## src/rtl/scfifo_wr_arbiter_if.sv

```systemverilog
// Bundle of the producer-lane handshake and the FIFO write-port signals that
// pass through the round-robin write arbiter.
//   master : environment view (producers plus the FIFO read side)
//   slave  : arbiter view
interface scfifo_wr_arbiter_if #(
  parameter int NUM_REQ   = 4,
  parameter int WIDTH     = 20,
  parameter int LOG_DEPTH = 5
);
  localparam int TAG_W = $clog2(NUM_REQ);

  // Producer lanes
  logic [NUM_REQ-1:0]       req_valid;
  logic [NUM_REQ*WIDTH-1:0] req_data;
  logic [NUM_REQ-1:0]       req_ready;

  // FIFO write port and credit return
  logic                     fifo_wrreq;
  logic [WIDTH-1:0]         fifo_data;
  logic [TAG_W-1:0]         fifo_tag;
  logic                     fifo_rdreq;

  // Status
  logic [LOG_DEPTH-1:0]     occupancy;
  logic                     err_underflow;

  modport master (
    output req_valid, req_data, fifo_rdreq,
    input  req_ready, fifo_wrreq, fifo_data, fifo_tag, occupancy, err_underflow
  );

  modport slave (
    input  req_valid, req_data, fifo_rdreq,
    output req_ready, fifo_wrreq, fifo_data, fifo_tag, occupancy, err_underflow
  );
endinterface

```

## src/rtl/scfifo_wr_arbiter.sv

```systemverilog
// Round-robin write arbiter sharing one single-clock FIFO write port between
// NUM_REQ producers. A local credit counter (occupancy) is bumped at grant
// time and returned by the FIFO rdreq copy, so the real FIFO fill level never
// exceeds it and the FIFO can never overflow. The write strobe, data and tag
// toward the FIFO are registered: a grant in cycle N writes in cycle N+1.
module scfifo_wr_arbiter #(
  parameter int NUM_REQ   = 4,
  parameter int WIDTH     = 20,
  parameter int LOG_DEPTH = 5
) (
  input  logic                clock,
  input  logic                resetn,
  input  logic                sclr,
  scfifo_wr_arbiter_if.slave  bus
);

  localparam int TAG_W = $clog2(NUM_REQ);
  // FIFO capacity 2**LOG_DEPTH - 1 is the all-ones value of the counter.
  localparam logic [LOG_DEPTH-1:0] CAP      = {LOG_DEPTH{1'b1}};
  localparam logic [TAG_W-1:0]     LAST_IDX = TAG_W'(NUM_REQ - 1);

  // Candidate index base+off, wrapped into 0..NUM_REQ-1 (off is 1..NUM_REQ).
  function automatic logic [TAG_W-1:0] rr_index(input logic [TAG_W-1:0] base,
                                                input int               off);
    int sum;
    sum = int'(base) + off;
    if (sum >= NUM_REQ) begin
      sum = sum - NUM_REQ;
    end else begin
      sum = sum;
    end
    return TAG_W'(sum);
  endfunction

  // State
  logic                 wrreq_q, wrreq_d;
  logic [WIDTH-1:0]     data_q, data_d;
  logic [TAG_W-1:0]     tag_q, tag_d;
  logic [LOG_DEPTH-1:0] occ_q, occ_d;
  logic                 err_q, err_d;
  logic [TAG_W-1:0]     last_q, last_d;

  // Combinational
  logic                 can_issue_s;
  logic                 found_s;
  logic [TAG_W-1:0]     grant_idx_s;
  logic [NUM_REQ-1:0]   grant_vec_s;
  logic [WIDTH-1:0]     grant_data_s;
  logic                 underflow_s;

  // A read in the same cycle is deliberately not credited here; waiting one
  // cycle at full keeps the credit path free of the rdreq-to-ready loop.
  assign can_issue_s = resetn & ~sclr & (occ_q < CAP);

  // Round-robin search starting just after the last granted requester.
  always_comb begin
    found_s     = 1'b0;
    grant_idx_s = '0;
    for (int k = 1; k <= NUM_REQ; k++) begin
      if (can_issue_s && !found_s && bus.req_valid[rr_index(last_q, k)]) begin
        found_s     = 1'b1;
        grant_idx_s = rr_index(last_q, k);
      end else begin
        found_s     = found_s;
        grant_idx_s = grant_idx_s;
      end
    end
  end

  // One-hot grant vector and the data lane of the granted requester.
  always_comb begin
    grant_vec_s  = '0;
    grant_data_s = bus.req_data[int'(grant_idx_s)*WIDTH +: WIDTH];
    if (found_s) begin
      grant_vec_s[grant_idx_s] = 1'b1;
    end else begin
      grant_vec_s = '0;
    end
  end

  assign bus.req_ready = grant_vec_s;

  // A read with nothing credited and no grant to pay for it is an underflow.
  assign underflow_s = bus.fifo_rdreq & (occ_q == {LOG_DEPTH{1'b0}}) & ~found_s;

  // Credit counter: +1 per grant, -1 per FIFO read, cleared by sclr.
  always_comb begin
    occ_d = occ_q;
    if (sclr) begin
      occ_d = '0;
    end else if (underflow_s) begin
      occ_d = '0;
    end else if (found_s && !bus.fifo_rdreq) begin
      occ_d = occ_q + LOG_DEPTH'(1);
    end else if (!found_s && bus.fifo_rdreq) begin
      occ_d = occ_q - LOG_DEPTH'(1);
    end else begin
      occ_d = occ_q;
    end
  end

  // Write-port and arbitration-pointer next state.
  always_comb begin
    wrreq_d = 1'b0;
    data_d  = data_q;
    tag_d   = tag_q;
    last_d  = last_q;
    err_d   = err_q | underflow_s;
    if (sclr) begin
      // Writes are dropped while the FIFO is being cleared; priority
      // restarts at requester 0.
      wrreq_d = 1'b0;
      last_d  = LAST_IDX;
    end else if (found_s) begin
      wrreq_d = 1'b1;
      data_d  = grant_data_s;
      tag_d   = grant_idx_s;
      last_d  = grant_idx_s;
    end else begin
      // No grant: strobe low, data/tag/pointer hold.
      wrreq_d = 1'b0;
    end
  end

  // State registers with asynchronous active-low reset.
  always_ff @(posedge clock or negedge resetn) begin
    if (!resetn) begin
      wrreq_q <= 1'b0;
      data_q  <= '0;
      tag_q   <= '0;
      occ_q   <= '0;
      err_q   <= 1'b0;
      last_q  <= LAST_IDX;
    end else begin
      wrreq_q <= wrreq_d;
      data_q  <= data_d;
      tag_q   <= tag_d;
      occ_q   <= occ_d;
      err_q   <= err_d;
      last_q  <= last_d;
    end
  end

  assign bus.fifo_wrreq    = wrreq_q;
  assign bus.fifo_data     = data_q;
  assign bus.fifo_tag      = tag_q;
  assign bus.occupancy     = occ_q;
  assign bus.err_underflow = err_q;

endmodule
```

## src/flat_wrapper.sv

```systemverilog
// flat-port wrapper written by rule: the top's interface ports become plain ports
module scfifo_wr_arbiter_flat 
#(
  parameter int NUM_REQ   = 4,
  parameter int WIDTH     = 20,
  parameter int LOG_DEPTH = 5
)
  (clock, resetn, sclr, bus_req_valid, bus_req_data, bus_fifo_rdreq, bus_req_ready, bus_fifo_wrreq, bus_fifo_data, bus_fifo_tag, bus_occupancy, bus_err_underflow);
  scfifo_wr_arbiter_if #(.NUM_REQ(NUM_REQ), .WIDTH(WIDTH), .LOG_DEPTH(LOG_DEPTH)) bus_i ();
  input  logic clock;
  input  logic resetn;
  input  logic sclr;
  input wire logic [$bits(bus_i.req_valid)-1:0] bus_req_valid;
  input wire logic [$bits(bus_i.req_data)-1:0] bus_req_data;
  input wire logic [$bits(bus_i.fifo_rdreq)-1:0] bus_fifo_rdreq;
  output wire logic [$bits(bus_i.req_ready)-1:0] bus_req_ready;
  output wire logic [$bits(bus_i.fifo_wrreq)-1:0] bus_fifo_wrreq;
  output wire logic [$bits(bus_i.fifo_data)-1:0] bus_fifo_data;
  output wire logic [$bits(bus_i.fifo_tag)-1:0] bus_fifo_tag;
  output wire logic [$bits(bus_i.occupancy)-1:0] bus_occupancy;
  output wire logic [$bits(bus_i.err_underflow)-1:0] bus_err_underflow;
  assign bus_i.req_valid = bus_req_valid;
  assign bus_i.req_data = bus_req_data;
  assign bus_i.fifo_rdreq = bus_fifo_rdreq;
  assign bus_req_ready = bus_i.req_ready;
  assign bus_fifo_wrreq = bus_i.fifo_wrreq;
  assign bus_fifo_data = bus_i.fifo_data;
  assign bus_fifo_tag = bus_i.fifo_tag;
  assign bus_occupancy = bus_i.occupancy;
  assign bus_err_underflow = bus_i.err_underflow;
  scfifo_wr_arbiter #(.NUM_REQ(NUM_REQ), .WIDTH(WIDTH), .LOG_DEPTH(LOG_DEPTH)) u_core (.clock(clock), .resetn(resetn), .sclr(sclr), .bus(bus_i));
endmodule
```

## config.mk

```make
export PLATFORM = sky130hd
export DESIGN_NAME = scfifo_wr_arbiter_flat
export DESIGN_NICKNAME = d
export VERILOG_FILES = /design/src/rtl/scfifo_wr_arbiter_if.sv /design/src/rtl/scfifo_wr_arbiter.sv /design/src/flat_wrapper.sv
export SDC_FILE = /design/constraint.sdc
export NUM_CORES = 1
export LEC_CHECK = 0
export ABC_AREA = 1
export CAP_MARGIN = 20
export CELL_PAD_IN_SITES_DETAIL_PLACEMENT = 1
export CELL_PAD_IN_SITES_GLOBAL_PLACEMENT = 2
export CORE_MARGIN = 2
export CORE_UTILIZATION = 22
export CTS_CLUSTER_SIZE = 40
export DETAILED_ROUTE_END_ITERATION = 8
export MAX_ROUTING_LAYER = met4
export PLACE_DENSITY = 0.95
export SLEW_MARGIN = 20
export SYNTH_ARGS = -nofsm -noshare
export SYNTH_HDL_FRONTEND = slang
export SYNTH_SLANG_ARGS = --single-unit
```

## constraint.sdc

```tcl
create_clock -name clock -period 4 [get_ports clock]
set_clock_uncertainty 0.1 [all_clocks]
set_input_delay 1 -clock clock [delete_from_list [all_inputs] [get_ports clock]]
set_output_delay 1 -clock clock [all_outputs]
set_load 0.05 [all_outputs]
```

==> metrics.cfg, run 1 <==
[global_route]
grt_max_degree = 41
grt_overflow = 0
grt_pass1_wl_mm = 16.3
gr-usage-all-layers_pct = 16.3
first_global_vias = 3238
antenna_found_initial = 0

[synthesis]
yosysSeqAreaShare_pct = 29.4
syn_nets = 525
synthTopCellsByArea = nand2_1, dfrtp_1, nand3_1
synth_edf_count = 0
syn-cell-area_sq_um = 2650
yosys_warnings = 0
netlist_instances = 432
synth_cell_types = 31
ys.flop_type = dfrtp_1
synth_top_area_cell = nand2_1
async_flop_share_pct = 100
synth.most_common_cell = nand2_1
netlist.area_leader.share_pct = 33.7
synth-seq-cells = 31
synthTopCellsByCount = nand2_1, nand3_1, dfrtp_1, buf_2, inv_1
synth.avg_cell_area_sq_um = 6.13

[routing]
route.detailed.drc = 0
drtIter0Drc = 111
drt_wl_total_mm = 10.2
drtAntennaViolNets = 0
wl_per_cell_um = 14.6
first_pass_iters = 4
vias_per_cell = 4.51
vias = 3137

[floorplanning]
start_util_pct = 22.3
rows = 40
die_h_um = 114
num_io_pins = 121
core_area_sq_um = 11900
die_w_um = 114
dieArea_sq_um = 12900

[clock_network]
clock-sinks = 31
path_clk_slew_ns = 0.05
clk_path_buf_depth = 2
post-cts-setup-buffer-count = 0
clk_latency_ns = 0.27
clockRootBuffer = clkbuf_16
cts_tree = done
cts_buffers = 5
cts_resized = 0
cts_hold_buf = 0
cts_max_level = 2

[critical_path]
path_class = input pin to output port
crit_arrival_ns = 2.76
crit_path_end_kind = output port
cp_max_fo = 6
reg2reg_depth = 15
timing.critical_path.from_type = input pin
r2r_start = u_core.last_q[0]$_DFFE_PN1P_
worstPathRequired_ns = 2.90
r2r_slack_ns = 0.96
reg2reg_to = u_core.bus.occupancy[4]$_DFFE_PN0P_

[timing]
fin_tns_setup_ns = 0
setup_viol = 0
max_freq_mhz = 259
maxSlewViolCount = 0
hold_viol = 0
worst_pin_slew_ns = 0.964
finalCritPeriodShare_pct = 96.6
relSlewSlack_pct = 35.7
period_needed_ns = 3.86

[flow_run]
drv_cap = 0

[status]
status = finished clean

[finish]
drive_above_1_share_pct = 9.65
n_fill_cell = 1515
syn_to_final_growth_pct = 58.1
nNetsFinal = 641
regArea_sq_um = 778
n_antenna_cell = 0
multiInputGateArea_sq_um = 1670
final_util_pct = 35.3

[place]
dp_hpwl_mm = 7.89
gp_congestion = 0.870
portBuffers = 120

[hold_path]
hold_depth = 2
holdCritPathClass = flip-flop to flip-flop
hold_end = u_core.bus.err_underflow$_DFF_PN0_
min_from = u_core.bus.err_underflow$_DFF_PN0_

[power_and_ir_drop]
ir_worst_vdd_uv = 367
powerDensity_nw_per_um2 = 844
totalPowerFinal_w = 0.00354
power.leakage_nw = 2.12

==> final cells by class <==
class	instances	area share, %
multi-input cells	360	39.8
well taps	147	4.39
flip-flops and latches	31	18.6
repair buffers	133	31.9
clock buffers	8	3.74
inverters	17	1.58
==> flip-flops by register name, summed over array words and instances, names as in the netlist <==
name	count
u_core.bus.err_underflow	1
u_core.bus.occupancy	5
u_core.bus.fifo_data	20
u_core.last_q	2
u_core.bus.fifo_tag	2
u_core.bus.fifo_wrreq	1
==> worst max-delay path, stage by stage <==
cell	delay, ns
clkdlybuf4s50_1	0.46
nand2_2	0.11
nand2_1	0.05
nand2_1	0.07
nand2_1	0.12
o21ai_4	0.26
nand3_2	0.13
nand2_4	0.09
nand2_4	0.07
nor2_1	0.22
buf_12	0.18
==> logic make-up (layout without fill, tap and decap cells) <==
kind of cell	after synthesis	count (layout)	synth area share, %
AOI/OAI and AO/OA	12	12	3.12
xor gates and xnor gates	4	4	1.32
adders and majority gates	5	5	2.65
buffers and inverters	41	158	8.36
DFF	31	31	29.4
and+or+nand+nor	339	339	55.2
==> cells in the final DEF, fill, tap and decap left out, types with 4 or more instances in the layout <==
cell type and n:
dfrtp_1 29, clkbuf_16 5, ha_1 4, o21ai_1 5, buf_12 4, nand2_2 6, buf_4 13, inv_1 12
inv_2 4, nand3_1 72, nor2_1 5, clkdlybuf4s50_1 115, nand2_1 238, nor2_2 4
==> per-stage QoR <==
step                      worst slack [ns]  instance area (sq um)  hold slack, ns  instances
after detailed placement            0.0503                   4010           0.362        688
after global placement               0.136                   4010           0.359        688
after CTS                           0.0401                   4170           0.378        696
after floorplan                      0.136                   2650           0.518        432
after global routing              -0.00910                   4190           0.400        696
final                                0.138                   4190           0.371        696
==> where the power goes <==
group	switching, W	total (W)	internal, W	leakage, nW
sequential	0.000132	0.000604	0.000472	0.378
clock	0.000129	0.000393	0.000265	0.0772
combinational	0.00167	0.00254	0.000866	1.66
total	0.00193	0.00354	0.00160	2.12
==> per-layer routing <==
layer | share of wire, % | global-route usage, %
met1 | 47 | 20.7
met3 | 4.5 | 2.92
met4 | 0.29 | 2.20
met5 | 0 | -
met2 | 48 | 28.0
==> worst max path at each step <==
stage	start	endpoint	slack, ns	depth (start not counted)
4_1_cts	sclr	bus_req_ready[0]	0.04	11
3_5_place_dp	bus_req_valid[2]	bus_req_ready[0]	0.05	14
2_1_floorplan	sclr	bus_req_ready[0]	0.14	10
6_report	bus_req_valid[2]	bus_req_ready[1]	0.14	11
3_3_place_gp	sclr	bus_req_ready[0]	0.14	11
5_1_grt	bus_req_valid[2]	bus_req_ready[0]	-0.009	14
Power figures use the tool's default switching activity.
==> inputs of run 2 (changes only) <==
--- a/config.mk
+++ b/config.mk
@@ -13,9 +13,7 @@
 export CORE_UTILIZATION = 22
 export CTS_CLUSTER_SIZE = 40
 export DETAILED_ROUTE_END_ITERATION = 8
-export MAX_ROUTING_LAYER = met4
 export PLACE_DENSITY = 0.95
-export SLEW_MARGIN = 20
 export SYNTH_ARGS = -nofsm -noshare
 export SYNTH_HDL_FRONTEND = slang
 export SYNTH_SLANG_ARGS = --single-unit
==> metrics.cfg, run 2 (synthesis gave the netlist of run 1 again) <==
[hold_path]
hold_end = u_core.bus.err_underflow$_DFF_PN0_  ; unchanged
min_from = u_core.bus.err_underflow$_DFF_PN0_  ; unchanged
hold_depth = 2  ; unchanged
holdCritPathClass = flip-flop to flip-flop  ; unchanged

[critical_path]
path_class = input pin to output port  ; unchanged
crit_arrival_ns = 2.75  ; was 2.76 ns
reg2reg_to = u_core.bus.occupancy[4]$_DFFE_PN0P_  ; unchanged
cp_max_fo = 5  ; was 6
reg2reg_depth = 15  ; unchanged
r2r_start = u_core.last_q[0]$_DFFE_PN1P_  ; unchanged
worstPathRequired_ns = 2.90  ; about the same
r2r_slack_ns = 0.99  ; was 0.96 ns
crit_path_end_kind = output port  ; unchanged
timing.critical_path.from_type = input pin  ; unchanged

[clock_network]
post-cts-setup-buffer-count = 0  ; unchanged
cts_buffers = 5  ; unchanged
clk_path_buf_depth = 2  ; unchanged
clk_latency_ns = 0.27  ; about the same
cts_tree = done  ; unchanged
cts_max_level = 2  ; unchanged
clockRootBuffer = clkbuf_16  ; unchanged
path_clk_slew_ns = 0.06  ; was 0.05 ns
clock-sinks = 31  ; unchanged

[timing]
period_needed_ns = 3.85  ; was 3.86 ns
maxSlewViolCount = 0  ; unchanged
max_freq_mhz = 260  ; was 259 MHz
final.setup.worst_slack_ns = 0.154  ; was 0.138 ns
hold_slack_ns = 0.373  ; was 0.371 ns
hold_viol = 0  ; unchanged
fin_tns_setup_ns = 0  ; unchanged
setup_viol = 0  ; unchanged
relSlewSlack_pct = 35.4  ; was 35.7%
rsz0062_at_grt = no
worst_pin_slew_ns = 0.967  ; was 0.964 ns
finalCritPeriodShare_pct = 96.1  ; was 96.6%

[floorplanning]
rows = 40  ; unchanged
die_h_um = 114  ; unchanged
start_util_pct = 22.3  ; unchanged
die_w_um = 114  ; unchanged
num_io_pins = 121  ; unchanged
dieArea_sq_um = 12900  ; unchanged
core_area_sq_um = 11900  ; unchanged

[routing]
vias_per_cell = 4.52  ; was 4.51
drtAntennaViolNets = 0  ; unchanged
first_pass_iters = 4  ; unchanged
route.detailed.drc = 0  ; unchanged
drtIter0Drc = 112  ; was 111
wl_per_cell_um = 14.4  ; was 14.6 um
drt_wl_total_mm = 10.0  ; was 10.2 mm
vias = 3146  ; was 3137

[finish]
regArea_sq_um = 778  ; unchanged
n_fill_cell = 1523  ; was 1515
n_antenna_cell = 0  ; unchanged
syn_to_final_growth_pct = 57.2  ; was 58.1%
drive_above_1_share_pct = 9.65  ; unchanged
nNetsFinal = 641  ; unchanged
largest_register_ff_count = 20  ; unchanged
final_cell_mix = nand2_1, clkdlybuf4s50_1, nand3_1, dfrtp_1, buf_4  ; unchanged
multiInputGateArea_sq_um = 1660  ; was 1670 sq um
final_common_cell = nand2_1  ; unchanged

[power_and_ir_drop]
powerDensity_nw_per_um2 = 838  ; was 844 nW/um^2
power.leakage_nw = 2.11  ; was 2.12 nW
ir_worst_vdd_uv = 403  ; was 367 uV

[status]
status = finished clean  ; unchanged

[global_route]
grt_max_degree = 41  ; unchanged
grt_pass1_wl_mm = 16.5  ; was 16.3 mm
grt_overflow = 0  ; unchanged
first_global_vias = 3349  ; was 3238
antenna_found_initial = 0  ; unchanged
gr-usage-all-layers_pct = 15.8  ; was 16.3%

[place]
dp_hpwl_mm = 7.76  ; was 7.89 mm
portBuffers = 120  ; unchanged
place_ws_ns = 0.0891  ; was 0.0503 ns
gp_congestion = 0.837  ; was 0.870

[flow_run]
drv_cap = 0  ; unchanged

[run 2: per-stage QoR]
stage	utilization [%]	cell area (sq um)	power [W]	instances
CTS	35.1	4160	0.00354	696
floorplan	-	2650	0.00234	432
global route	35.1	4160	0.00381	696
finish	35.1	4160	0.00349	696
detailed placement	33.8	4010	0.00316	688
global placement	33.8	4010	0.00310	688
[run 2: what timing repair did]
action,4_1_cts,5_1_grt
gates resized for setup,0,2
hold buffers,0,0
setup endpoints to repair,0,2
[run 2: worst max-delay path: stages]
cell	delay, ns
clkdlybuf4s50_1	0.42
inv_1	0.10
nand2_1	0.08
nor2_2	0.21
buf_4	0.18
nand2_2	0.10
nand4_1	0.12
nand2_2	0.11
inv_4	0.07
nand2_1	0.05
nor2_2	0.14
buf_12	0.15
[run 2: worst max-delay path by stage]
stage / from / end / slack (ns) / cells after the start
floorplan: sclr / bus_req_ready[0] / 0.14 / 10
global placement: bus_req_valid[2] / bus_req_ready[0] / 0.13 / 14
detailed placement: bus_req_valid[2] / bus_req_ready[0] / 0.09 / 14
CTS: bus_req_valid[2] / bus_req_ready[0] / 0.09 / 14
global route: bus_req_valid[1] / bus_req_ready[3] / 0.006 / 11
finish: sclr / bus_req_ready[0] / 0.15 / 12
[run 2: area by class of cell]
cell class | count | area share (%)
tap | 147 | 4.42
sequential | 31 | 18.7
clock buffer | 5 | 3.01
multi-input combinational | 360 | 39.8
timing repair buffer | 133 | 32.0
clock inverter | 3 | 0.481
inverter | 17 | 1.59
[run 2: metal layers]
layer | vias to the layer above | part of all wire [%] | GRT usage [%]
met5 | - | 0 | 0
li1 | 1597 | - | -
met1 | 1463 | 47 | 20.5
met2 | 84 | 47 | 28.2
met3 | 2 | 5.9 | 2.82
met4 | 0 | 0.24 | 2.36
[run 2: power by group]
| part | switching, W | internal (W) |
|---|---|---|
| sequential | 0.000134 | 0.000471 |
| clock | 0.000146 | 0.000229 |
| combinational | 0.00165 | 0.000862 |
| total | 0.00193 | 0.00156 |
